## src/rtl/seq_alu_cc.sv

```systemverilog
// Multi-cycle Y86-64 integer ALU: ADD/SUB/AND/XOR computed CHUNK bits per clock,
// LSB-first with a rippled carry, producing result plus ZF/SF/OF condition codes.
//
// state | meaning
// IDLE  | ready for an operation; operands latched on in_valid
// RUN   | one CHUNK slice computed per cycle, carry rippled between slices
// DONE  | result and flags presented with out_valid until out_ready
module seq_alu_cc #(
  parameter int WIDTH = 64,
  parameter int CHUNK = 8
) (
  input  logic             clk,
  input  logic             rst,
  input  logic             in_valid,
  output logic             in_ready,
  input  logic [1:0]       op,
  input  logic [WIDTH-1:0] a,
  input  logic [WIDTH-1:0] b,
  output logic             out_valid,
  input  logic             out_ready,
  output logic [WIDTH-1:0] result,
  output logic             zf,
  output logic             sf,
  output logic             of
);

  localparam int NCHUNK = WIDTH / CHUNK;
  localparam int CW     = (NCHUNK > 1) ? $clog2(NCHUNK) : 1;

  localparam logic [1:0] OP_ADD = 2'd0;
  localparam logic [1:0] OP_SUB = 2'd1;
  localparam logic [1:0] OP_AND = 2'd2;
  localparam logic [1:0] OP_XOR = 2'd3;

  typedef enum logic [1:0] {S_IDLE, S_RUN, S_DONE} state_t;

  state_t           state, state_nxt;
  logic [WIDTH-1:0] a_q, b_q, work_q, work_nxt;
  logic [1:0]       op_q;
  logic             carry_q;
  logic [CW-1:0]    cnt_q;
  logic             last;
  int               base;
  logic [CHUNK-1:0] a_s, b_s, slice;
  logic [CHUNK:0]   sum;
  logic             arith;

  always_ff @(posedge clk) begin
    if (rst) state <= S_IDLE;
    else     state <= state_nxt;
  end

  always_comb begin
    state_nxt = state;
    case (state)
      S_IDLE:  if (in_valid) state_nxt = S_RUN;
      S_RUN:   if (last) state_nxt = S_DONE;
      S_DONE:  if (out_ready) state_nxt = S_IDLE;
      default: state_nxt = S_IDLE;
    endcase
  end

  always_comb begin
    in_ready  = (state == S_IDLE);
    out_valid = (state == S_DONE);
  end

  // One slice of the datapath; b_q is already inverted for SUB so SUB is a+~b+1.
  always_comb begin
    base  = int'(cnt_q) * CHUNK;
    a_s   = a_q[base +: CHUNK];
    b_s   = b_q[base +: CHUNK];
    sum   = {1'b0, a_s} + {1'b0, b_s} + {{CHUNK{1'b0}}, carry_q};
    case (op_q)
      OP_ADD:  slice = sum[CHUNK-1:0];
      OP_SUB:  slice = sum[CHUNK-1:0];
      OP_AND:  slice = a_s & b_s;
      OP_XOR:  slice = a_s ^ b_s;
      default: slice = sum[CHUNK-1:0];
    endcase
    work_nxt              = work_q;
    work_nxt[base +: CHUNK] = slice;
    last  = (cnt_q == CW'(NCHUNK - 1));
    arith = ~op_q[1];
  end

  always_ff @(posedge clk) begin
    if (rst) begin
      a_q     <= '0;
      b_q     <= '0;
      op_q    <= OP_ADD;
      carry_q <= 1'b0;
      cnt_q   <= '0;
      work_q  <= '0;
      result  <= '0;
      zf      <= 1'b0;
      sf      <= 1'b0;
      of      <= 1'b0;
    end else begin
      case (state)
        S_IDLE: begin
          if (in_valid) begin
            a_q     <= a;
            b_q     <= (op == OP_SUB) ? ~b : b;
            op_q    <= op;
            carry_q <= (op == OP_SUB);
            cnt_q   <= '0;
            work_q  <= '0;
          end
        end
        S_RUN: begin
          work_q  <= work_nxt;
          carry_q <= sum[CHUNK];
          cnt_q   <= cnt_q + CW'(1);
          // With b pre-inverted, SUB overflow reduces to the ADD rule on a_q/b_q.
          if (last) begin
            result <= work_nxt;
            zf     <= ~|work_nxt;
            sf     <= work_nxt[WIDTH-1];
            of     <= arith && (a_q[WIDTH-1] == b_q[WIDTH-1]) &&
                      (work_nxt[WIDTH-1] != a_q[WIDTH-1]);
          end
        end
        default: ;
      endcase
    end
  end

endmodule

```

## config.mk

```make
export PLATFORM = sky130hd
export DESIGN_NAME = seq_alu_cc
export DESIGN_NICKNAME = d
export VERILOG_FILES = /design/src/rtl/seq_alu_cc.sv
export SDC_FILE = /design/constraint.sdc
export NUM_CORES = 1
export LEC_CHECK = 0
export BUFFER_PORTS_ARGS = -buffer_cell sky130_fd_sc_hd__buf_2
export CAP_MARGIN = 20
export CELL_PAD_IN_SITES_DETAIL_PLACEMENT = 1
export CELL_PAD_IN_SITES_GLOBAL_PLACEMENT = 1
export CORE_ASPECT_RATIO = 1.4
export CORE_MARGIN = 2
export CORE_UTILIZATION = 42
export CTS_BUF_LIST = sky130_fd_sc_hd__clkbuf_8 sky130_fd_sc_hd__clkbuf_16
export CTS_CLUSTER_SIZE = 28
export DETAILED_ROUTE_END_ITERATION = 8
export GPL_TIMING_DRIVEN = 0
export PLACE_DENSITY = 0.85
export SLEW_MARGIN = 25
export SYNTH_ARGS = -nofsm -noshare
export SYNTH_HDL_FRONTEND = slang
export SYNTH_SLANG_ARGS = --single-unit
```

## constraint.sdc

```tcl
create_clock -name clk -period 5.8 [get_ports clk]
set_clock_uncertainty 0.15 [all_clocks]
set_input_delay 0.58 -clock clk [delete_from_list [all_inputs] [get_ports clk]]
set_output_delay 0.58 -clock clk [all_outputs]
set_load 0.005 [all_outputs]
```

==> out/qor.csv <==
metric,value,unit
crit_required,6.13,ns
ys_types,62,
cts_tree,done,
diodes,0,
status,finished clean,
synth.yosys.seq_area_share,43.3,%
die_x,149,um
yosysTopAreaCell,dfxtp_1,
fmax,183,MHz
ys_warn_count,0,
worstReg2RegEnd,zf,
stdcell_count,2098,
leakage,0.00561,uW
avgSynthCellArea,8.39,um2
grt_first_pass_wirelength,69.9,mm
fin_ws,0.342,ns
reg2reg_slack,0.34,ns
cp.arrival,5.79,ns
rsz0062_at_grt,false,
clk_path_buf_depth,3,
cts_setup_buffers,0,
detail-route-antenna-nets,0,
wl_per_cell,21.5,um
grt_usage,29.1,%
cp-start-kind,register,
rows,74,
critPathKind,register to register,
cts_buffers,26,
grt_overflow_total,0,
p_total,4510,uW
drt_pass1_iterations,6,
grt_pass1_vias,12800,
die_area,30700,um2
fin_crit,5.46,ns
synth_ff_type,dfxtp_1,
postLayoutCellArea,14800,um2
synth_edf_count,0,
cts_sinks,266,
routed_wl,45.1,mm
synth_top_area_share,43.3,%
synth_nets,1618,
core,29000,um2
dpl_cell_area,13800,um2
cp_max_fo,10,
critical_path.endpoint,zf,
fin_crit_sh,94.1,%
cts_root_buf,clkbuf_16,
synth_area_leaders,"dfxtp_1, nor2_1, a211oi_1",
drt_iter0_markers,713,
crit_path_start,cnt_q[0],
worst_pin_slew,0.874,ns
die_h,207,um
netlist_area,12300,um2
route.met2.wl,23.3,mm
htree_num_levels,1,
finish.net_count,1849,
final-setup-viol-count,0,
hold-worst-slack,0.117,ns
vias,12100,
cts.clk_slew.worst_paths,0.07,ns
antenna_found_initial,0,
drive_gt1_share,17.7,%
dr_wl_met3,2.29,mm
rr_startpoint,cnt_q[0],
area_delta_synth_final,20.2,%
grt_start_max_net_pins,15,
gp_congestion,0.939,
async_flop_share,0,%
finalHoldViolCount,0,
vdd_ir_drop_max,211,uV
port_buffers,201,
endpoint_kind,register,
wl_met1,16.3,mm
clock_latency,0.55,ns
synth_seq_cells,266,
power.density,305,nW/um2
worstRegToRegCells,18,
start_util,42.5,%
hp-class,input pin to register,
drv_cap,0,
place_inst,2050,
routed.top_layer,met4,
drcViolationCount,0,
timing.slew.headroom,40.6,%
synthCells,1467,
pre_cts_slack,-0.838,ns
place_hpwl,34.2,mm
post_drt_via_cell_ratio,5.78,
io_pins,203,
drv_slew,0,
[cells in the final DEF (no fill, tap or decap), types with 17 or more instances in the layout]
master       n
a22oi_1     53
clkbuf_1   105
nor2_1     270
dfxtp_1    266
xnor2_1     64
nor3_1      17
mux4_2      32
clkbuf_16   27
a21oi_1    101
buf_2      205
a31oi_1     45
a211oi_1   113
nand2_1    214
[critical path: stages, from the launching register on]
cell and delay (ns):
dfxtp_1 0.44, clkbuf_2 0.36, clkdlybuf4s15_2 0.56, mux4_2 0.56
nand2_1 0.13, nand2_1 0.11, fa_1 0.47, inv_1 0.10
fa_1 0.22, nor2b_1 0.08, o21a_1 0.19, nor3_1 0.19
o31ai_2 0.19, clkbuf_2 0.32, a22oi_1 0.46, nand4_1 0.26
nor4_2 0.31, nand4_1 0.13, o21ai_1 0.14
[Yosys cell counts, drive strengths merged (2+ instances only)]
| library cell | count |
|---|---|
| a211oi | 114 |
| a21oi | 101 |
| a221oi | 2 |
| a22o | 4 |
| a22oi | 54 |
| a311oi | 3 |
| a31oi | 45 |
| and2 | 8 |
| and4 | 2 |
| buf | 21 |
| clkbuf | 109 |
| dfxtp | 266 |
| fa | 2 |
| ha | 15 |
| inv | 9 |
| mux2 | 3 |
| mux2i | 13 |
| mux4 | 32 |
| nand2 | 214 |
| nand2b | 6 |
| nand3 | 13 |
| nand4 | 9 |
| nor2 | 270 |
| nor2b | 6 |
| nor3 | 18 |
| nor3b | 4 |
| nor4 | 3 |
| nor4b | 2 |
| o211ai | 3 |
| o21a | 4 |
| o21ai | 12 |
| o22ai | 2 |
| o2bb2ai | 2 |
| o31ai | 4 |
| or3 | 5 |
| or4 | 2 |
| xnor2 | 64 |
| xor2 | 2 |
[power by group]
group          switching [uW]  internal, uW
Combinational             480           252
Clock                     749          1080
Sequential               44.9          1900
Total                    1270          3230
[how the worst min path moves through the flow]
stage | startpoint | to | slack, ns | cells past startpoint
floorplan | a_q[16] | a_q[16] | 0.28 | 2
global placement | a_q[27] | a_q[27] | 0.29 | 2
detailed placement | a_q[24] | a_q[24] | 0.30 | 2
finish | a[19] | a_q[19] | 0.12 | 3
global route | a[19] | a_q[19] | 0.13 | 3
CTS | a[19] | a_q[19] | 0.12 | 3
[final cells by class]
class / count / area [um2]
Inverter: 10 / 37.5
Tap cell: 380 / 475
Sequential cell: 266 / 5330
Buffer: 130 / 523
Timing Repair Buffer: 203 / 1020
Clock buffer: 35 / 786
Fill cell: 3535 / 14200
Clock inverter: 13 / 141
Multi-Input combinational cell: 1061 / 6480
[flip-flops by register name, indices dropped and copies added (netlist names)]
signal,cells
a_q,64
b_q,64
result,64
work_q,64
cnt_q,3
op_q,2
state,2
carry_q,1
of,1
zf,1
[metal layers]
| metal | vias up | global-route usage [%] |
|---|---|---|
| li1 | 5626 | - |
| met1 | 5883 | 31.4 |
| met2 | 454 | 53.7 |
| met3 | 167 | 3.38 |
| met4 | 0 | 18.9 |
| met5 | - | 0 |
[timing repair]
action / 4_1_cts / 5_1_grt
endpoints found under the hold margin: 0 / 0
gates resized for setup: 7 / 6
hold buffers: 0 / 0
endpoints found under the setup margin: 35 / 11
[stage by stage]
stage	util, %	TNS [ns]
after global placement	47.6	-36.89
after detailed placement	47.7	-14.74
after floorplan	-	0
final	51.0	0
after CTS	51.0	0
after global routing	51.0	0
[cells by family after synthesis]
kind of cell,after synthesis,synth area share [%]
and+or+nand+nor,569,19.1
AOI/OAI and AO/OA,361,19.5
DFF,266,43.3
buffers and inverters,140,4.41
xor gates and xnor gates,66,4.70
muxes,48,7.19
adders and majority gates,17,1.85
No activity file was read; power rests on OpenSTA's default activity.
